[config.mk]
export PLATFORM = sky130hd
export DESIGN_NAME = fifo_sync_param_flat
export DESIGN_NICKNAME = d
export VERILOG_FILES = /design/src/rtl/fifo_sync_param_pkg.sv /design/src/rtl/fifo_sync_param_if.sv /design/src/rtl/fifo_sync_param_mem.sv /design/src/rtl/fifo_sync_param.sv /design/src/flat_wrapper.sv
export SDC_FILE = /design/constraint.sdc
export NUM_CORES = 1
export LEC_CHECK = 0
export CAP_MARGIN = 20
export CORE_MARGIN = 2
export CORE_UTILIZATION = 40
export CTS_BUF_LIST = sky130_fd_sc_hd__clkbuf_8
export DETAILED_ROUTE_END_ITERATION = 8
export DONT_BUFFER_PORTS = 1
export HOLD_SLACK_MARGIN = 0.06
export SLEW_MARGIN = 20
export SYNTH_ARGS = -nofsm -noshare
export SYNTH_HDL_FRONTEND = slang
export SYNTH_HIERARCHICAL = 1
export SYNTH_SLANG_ARGS = --single-unit
[constraint.sdc]
create_clock -name clk -period 4.17 [get_ports clk]
set_input_delay 1.0425 -clock clk [delete_from_list [all_inputs] [get_ports clk]]
set_output_delay 1.0425 -clock clk [all_outputs]
set_load 0.005 [all_outputs]
[src/rtl/fifo_sync_param_pkg.sv]
// Shared types and helpers for the parametrised synchronous FIFO.
package fifo_pkg;

    typedef enum logic {FIFO_STD, FIFO_FWFT} fifo_mode_e;

    // Pointer width: address bits plus one wrap bit.
    function automatic int ptr_w(input int depth);
        return $clog2(depth) + 1;
    endfunction

endpackage

[src/rtl/fifo_sync_param_if.sv]
// Handshake bundle between a FIFO user (master) and the FIFO (slave).
interface fifo_sync_param_if
    import fifo_pkg::*;
#(
    parameter int DATA_W = 16,
    parameter int DEPTH  = 16
);
    localparam int PW = ptr_w(DEPTH);

    logic              wren;
    logic [DATA_W-1:0] wdata;
    logic              rden;
    logic              clr_err;
    logic [DATA_W-1:0] rdata;
    logic              rvalid;
    logic              full;
    logic              empty;
    logic              almost_full;
    logic              almost_empty;
    logic [PW-1:0]     count;
    logic              overflow;
    logic              underflow;

    modport master (
        output wren, wdata, rden, clr_err,
        input  rdata, rvalid, full, empty, almost_full, almost_empty,
               count, overflow, underflow
    );

    modport slave (
        input  wren, wdata, rden, clr_err,
        output rdata, rvalid, full, empty, almost_full, almost_empty,
               count, overflow, underflow
    );

endinterface

[src/rtl/fifo_sync_param_mem.sv]
// FIFO storage: register array with synchronous write and asynchronous read.
module fifo_mem #(
    parameter int DATA_W = 16,
    parameter int DEPTH  = 16
) (
    input  logic                       clk,
    input  logic                       we,
    input  logic [$clog2(DEPTH)-1:0]   waddr,
    input  logic [DATA_W-1:0]          wdata,
    input  logic [$clog2(DEPTH)-1:0]   raddr,
    output logic [DATA_W-1:0]          rdata
);

    logic [DATA_W-1:0] mem [DEPTH];

    always_ff @(posedge clk) begin
        if (we) begin
            mem[waddr] <= wdata;
        end
    end

    assign rdata = mem[raddr];

endmodule

[src/rtl/fifo_sync_param.sv]
// Parametrised single-clock FIFO with fill count, threshold flags,
// sticky error flags and selectable standard / first-word-fall-through read.
module fifo_sync_param
    import fifo_pkg::*;
#(
    parameter int DATA_W    = 16,
    parameter int DEPTH     = 16,
    parameter int AF_THRESH = DEPTH - 2,
    parameter int AE_THRESH = 2,
    parameter int FWFT      = 0
) (
    input  logic            clk,
    input  logic            arst,
    fifo_sync_param_if.slave bus
);

    localparam int         PW   = ptr_w(DEPTH);
    localparam int         AW   = PW - 1;
    localparam fifo_mode_e MODE = (FWFT != 0) ? FIFO_FWFT : FIFO_STD;

    logic [PW-1:0]     wrptr;
    logic [PW-1:0]     rdptr;
    logic [PW-1:0]     count;
    logic              full;
    logic              empty;
    logic              wr_acc;
    logic              rd_acc;
    logic              overflow;
    logic              underflow;
    logic [DATA_W-1:0] mem_rdata;

    // Flags come only from registered pointers, never from wren/rden.
    assign count  = wrptr - rdptr;
    assign empty  = (wrptr == rdptr);
    assign full   = (wrptr[AW-1:0] == rdptr[AW-1:0]) && (wrptr[AW] != rdptr[AW]);
    assign wr_acc = bus.wren && !full;
    assign rd_acc = bus.rden && !empty;

    always_ff @(posedge clk or posedge arst) begin
        if (arst) begin
            wrptr <= '0;
            rdptr <= '0;
        end else begin
            if (wr_acc) wrptr <= wrptr + 1'b1;
            if (rd_acc) rdptr <= rdptr + 1'b1;
        end
    end

    // A new error in the same cycle as clr_err keeps the flag set.
    always_ff @(posedge clk or posedge arst) begin
        if (arst) begin
            overflow  <= 1'b0;
            underflow <= 1'b0;
        end else begin
            if (bus.wren && full)       overflow  <= 1'b1;
            else if (bus.clr_err)       overflow  <= 1'b0;
            if (bus.rden && empty)      underflow <= 1'b1;
            else if (bus.clr_err)       underflow <= 1'b0;
        end
    end

    fifo_mem #(.DATA_W(DATA_W), .DEPTH(DEPTH)) u_mem (
        .clk   (clk),
        .we    (wr_acc),
        .waddr (wrptr[AW-1:0]),
        .wdata (bus.wdata),
        .raddr (rdptr[AW-1:0]),
        .rdata (mem_rdata)
    );

    generate
        if (MODE == FIFO_FWFT) begin : g_fwft
            assign bus.rdata  = mem_rdata;
            assign bus.rvalid = !empty;
        end else begin : g_std
            logic [DATA_W-1:0] rdata_p1;
            logic              vld_p1;

            // Read stage: registered word, one-cycle valid pulse.
            always_ff @(posedge clk or posedge arst) begin
                if (arst) begin
                    rdata_p1 <= '0;
                    vld_p1   <= 1'b0;
                end else begin
                    vld_p1 <= rd_acc;
                    if (rd_acc) rdata_p1 <= mem_rdata;
                end
            end

            assign bus.rdata  = rdata_p1;
            assign bus.rvalid = vld_p1;
        end
    endgenerate

    assign bus.full         = full;
    assign bus.empty        = empty;
    assign bus.count        = count;
    assign bus.almost_full  = (count >= PW'(AF_THRESH));
    assign bus.almost_empty = (count <= PW'(AE_THRESH));
    assign bus.overflow     = overflow;
    assign bus.underflow    = underflow;

endmodule
[src/flat_wrapper.sv]
// flat-port wrapper written by rule: the top's interface ports become plain ports
module fifo_sync_param_flat import fifo_pkg::*;
#(
    parameter int DATA_W    = 16,
    parameter int DEPTH     = 16,
    parameter int AF_THRESH = DEPTH - 2,
    parameter int AE_THRESH = 2,
    parameter int FWFT      = 0
)
  (clk, arst, bus_wren, bus_wdata, bus_rden, bus_clr_err, bus_rdata, bus_rvalid, bus_full, bus_empty, bus_almost_full, bus_almost_empty, bus_count, bus_overflow, bus_underflow);
  fifo_sync_param_if #(.DATA_W(DATA_W), .DEPTH(DEPTH)) bus_i ();
  input  logic clk;
  input  logic arst;
  input wire logic [$bits(bus_i.wren)-1:0] bus_wren;
  input wire logic [$bits(bus_i.wdata)-1:0] bus_wdata;
  input wire logic [$bits(bus_i.rden)-1:0] bus_rden;
  input wire logic [$bits(bus_i.clr_err)-1:0] bus_clr_err;
  output wire logic [$bits(bus_i.rdata)-1:0] bus_rdata;
  output wire logic [$bits(bus_i.rvalid)-1:0] bus_rvalid;
  output wire logic [$bits(bus_i.full)-1:0] bus_full;
  output wire logic [$bits(bus_i.empty)-1:0] bus_empty;
  output wire logic [$bits(bus_i.almost_full)-1:0] bus_almost_full;
  output wire logic [$bits(bus_i.almost_empty)-1:0] bus_almost_empty;
  output wire logic [$bits(bus_i.count)-1:0] bus_count;
  output wire logic [$bits(bus_i.overflow)-1:0] bus_overflow;
  output wire logic [$bits(bus_i.underflow)-1:0] bus_underflow;
  assign bus_i.wren = bus_wren;
  assign bus_i.wdata = bus_wdata;
  assign bus_i.rden = bus_rden;
  assign bus_i.clr_err = bus_clr_err;
  assign bus_rdata = bus_i.rdata;
  assign bus_rvalid = bus_i.rvalid;
  assign bus_full = bus_i.full;
  assign bus_empty = bus_i.empty;
  assign bus_almost_full = bus_i.almost_full;
  assign bus_almost_empty = bus_i.almost_empty;
  assign bus_count = bus_i.count;
  assign bus_overflow = bus_i.overflow;
  assign bus_underflow = bus_i.underflow;
  fifo_sync_param #(.DATA_W(DATA_W), .DEPTH(DEPTH), .AF_THRESH(AF_THRESH), .AE_THRESH(AE_THRESH), .FWFT(FWFT)) u_core (.clk(clk), .arst(arst), .bus(bus_i));
endmodule
==> flow_metrics.py <==
metrics = {
    "synthesis": {
        "ys_types": 40,
        "synthesis.area_mm2": 0.0111,
        "synth_edf_count": 256,
        "synth_cells": 523,
        "syn_area_per_cell_um2": 21.3,
        "synth_largest_area_cell": "edfxtp_1",
        "ys.warnings.count": 6,
        "synth-seq-area-share_pct": 75.5,
        "syn-num-nets": 551,
        "synthTopCellsByArea": "edfxtp_1 (69%), mux4_2 (11%), dfrtp_1 (6.5%)",
        "ys.flop_type": "edfxtp_1",
        "async_flop_share_pct": 10.2,
        "yosys.area.top_type_share_pct": 69.0,
        "synth-seq-cells": 285,
    },
    "global_routing": {
        "antenna_found_initial": 0,
        "grt_pass1_vias": 5698,
        "grt_pass1_wl_mm": 35.1,
        "grt_use_total_pct": 16.5,
        "grt_max_degree": 68,
        "gr-total-overflow": 0,
    },
    "cells_and_area": {
        "fin_nets": 598,
        "area_growth_pct": 12.6,
        "drive_above_1_share_pct": 29.1,
        "antenna_cells": 0,
        "utilization_pct": 45.4,
        "stdcell_area_mm2": 0.0126,
    },
    "drt": {
        "vias": 5319,
        "drt_iter0_drc": 379,
        "routed_wl_mm": 23.3,
        "ant_nets": 0,
        "drc_errors": 0,
        "viasPerCell": 5.42,
        "routedWlPerCell_um": 23.7,
        "drt_first_pass_iters": 4,
    },
    "cts": {
        "h-tree-depth": 2,
        "clock_latency_ns": 0.56,
        "ctsHoldBuffers": 0,
        "cts_tree": "yes",
        "cts.clk_slew.worst_paths_ns": 0.06,
        "cts-resized-gates": 0,
        "cts-root-buf": "clkbuf_8",
        "post_cts_buffers": 0,
        "cts_buffer_depth": 3,
        "clkSinkCount": 285,
        "cts_buffers": 46,
    },
    "sta": {
        "finalHoldViolCount": 0,
        "timing.final.crit_period_ns": 3.58,
        "rsz0062_at_grt": "no",
        "maxSlewViolCount": 0,
        "tightestPinTransition_ns": 1.03,
        "finalSetupTns_ns": 0,
        "setup_viol": 0,
        "finalCritPeriodShare_pct": 85.9,
        "fin_skew_ns": 0.0178,
        "relSlewSlack_pct": 31.0,
        "clock.fmax_mhz": 279,
    },
    "setup_path": {
        "reg2regPathDepth": 8,
        "crit_path_start": "u_core/wrptr[0]$_DFFE_PP0P_",
        "critPathLaunchType": "register",
        "timing.critical_path.to": "bus_almost_full",
        "rrSetupSlack_ns": 0.84,
        "required_ns": 3.13,
        "cp_max_fo": 11,
        "crit_arrival_ns": 2.54,
        "rr_startpoint": "u_core/wrptr[0]$_DFFE_PP0P_",
        "cp-end-kind": "output pin",
        "worstReg2RegEnd": "u_core/u_mem/mem[8][2]$_DFFE_PP_",
        "crit_type": "register to output pin",
    },
    "power": {
        "total_power_mw": 8.49,
        "power_density_mw_per_mm2": 676,
        "leakagePower_nw": 4.21,
        "peakVddDrop_mv": 0.299,
    },
    "placed_design": {
        "placed_cell_area_mm2": 0.0117,
        "dp_hpwl_mm": 13.5,
        "portBuffers": 0,
        "gp_congestion": 0.757,
    },
    "run_status": {
        "status": "finished clean",
    },
    "floorplanning": {
        "die-area_mm2": 0.0292,
        "initial_core_util_pct": 40.3,
        "die_h_um": 171,
        "fp.coreArea_mm2": 0.0276,
        "io_pins": 49,
        "rows": 61,
        "die_w_um": 171,
    },
    "hold_path": {
        "hold_class": "input port to asynchronous set/reset pin",
    },
    "flow_run": {
        "maxCapViolCount": 0,
    },
}
-- metal layers --
layer	routed length [um]	GRT usage (%)	vias up
li1	-	-	2267
met1	9800	22.4	2801
met2	11000	25.8	202
met3	1880	4.33	49
met4	644	6.34	0
met5	0	0	-
-- cells in the final DEF, fill, tap and decap left out, types with 4 or more instances in the layout --
master	instances
nand2_1	18
edfxtp_1	256
nor2_1	5
dfrtp_1	27
mux4_1	10
buf_4	20
nor2_2	9
xnor2_1	9
a22oi_1	32
mux2_2	10
a21oi_1	4
clkinv_2	6
clkbuf_8	51
o211ai_1	5
inv_1	27
mux2_4	8
ha_1	6
nor3_2	4
clkinv_1	6
mux4_2	54
-- registers in the layout, summed over array words and instances, names as in the netlist --
register and count:
u_core/wrptr 5, u_core/rdptr 5, u_core/bus.overflow 1, u_core/bus.underflow 1
u_core/bus.rvalid 1, u_core/bus.rdata 16, u_core/u_mem/mem 256
-- synth_stat cells, types with 2 or more instances --
library cell	count
o211ai_1	5
nor2_1	17
mux2_4	8
inv_1	10
mux4_2	54
buf_4	3
a21oi_1	4
clkbuf_1	8
nor2b_1	2
edfxtp_1	256
nand3_1	2
and3_1	3
nand2_1	18
a22o_1	2
buf_2	3
ha_1	6
buf_1	3
dfrtp_1	29
nand2b_1	2
xnor2_1	9
a22oi_1	32
nand3b_1	3
and2_1	2
nor3_1	4
mux2_2	10
buf_6	5
mux4_1	10
-- final cells by class --
class / count / area (um^2)
fillers: 2331 / 15100
flip-flops and latches: 285 / 8420
multi-input cells: 206 / 2630
clock buffers: 51 / 702
well taps: 378 / 473
repair buffers: 21 / 165
clock inverters: 31 / 135
inverters: 10 / 37.5
-- worst max-delay path, cell delays in order (launching register included) --
cell and delay (ns):
dfrtp_1 0.53, inv_1 0.12, ha_1 0.16, inv_1 0.05, fa_1 0.41, xor2_1 0.31
nand2_1 0.10, o32ai_1 0.31
-- metrics by stage --
stage | setup slack (ns) | hold slack [ns] | cells
floorplan | 0.764 | 0.503 | 523
global placement | 0.970 | 0.527 | 899
detailed placement | 0.873 | 0.528 | 900
CTS | 0.589 | 0.484 | 982
global route | 0.405 | 0.503 | 982
finish | 0.588 | 0.474 | 982
-- report_power, final --
group	leakage, nW	switching [mW]	internal [mW]
registers	2.66	0.217	3.53
clock network	0.500	1.05	1.12
logic	1.05	1.40	1.17
total	4.21	2.67	5.82
-- worst min path at each step --
stage                     depth (start not counted)  slack (ns)                               end
final                                             2        0.47   u_core/bus.rdata[0]$_DFFE_PP0P_
after global routing                              2        0.50   u_core/bus.rdata[5]$_DFFE_PP0P_
after CTS                                         2        0.48   u_core/bus.rdata[0]$_DFFE_PP0P_
after detailed placement                          1        0.53  u_core/bus.underflow$_DFFE_PP0P_
after global placement                            1        0.53   u_core/bus.rdata[2]$_DFFE_PP0P_
after floorplan                                   1        0.50   u_core/bus.overflow$_DFFE_PP0P_
-- cells by family (layout without fill, tap and decap cells) --
group,Yosys count,in the layout,synth area share [%]
AO/OA/AOI/OAI,49,49,3.35
XOR/XNOR,11,11,0.932
adder cells (fa/ha/maj),7,7,0.853
buffers and inverters,32,113,1.55
flip-flops,285,285,75.5
multiplexers,82,82,15.4
AND/OR/NAND/NOR,57,57,2.49
No activity file was read; power rests on OpenSTA's default activity.
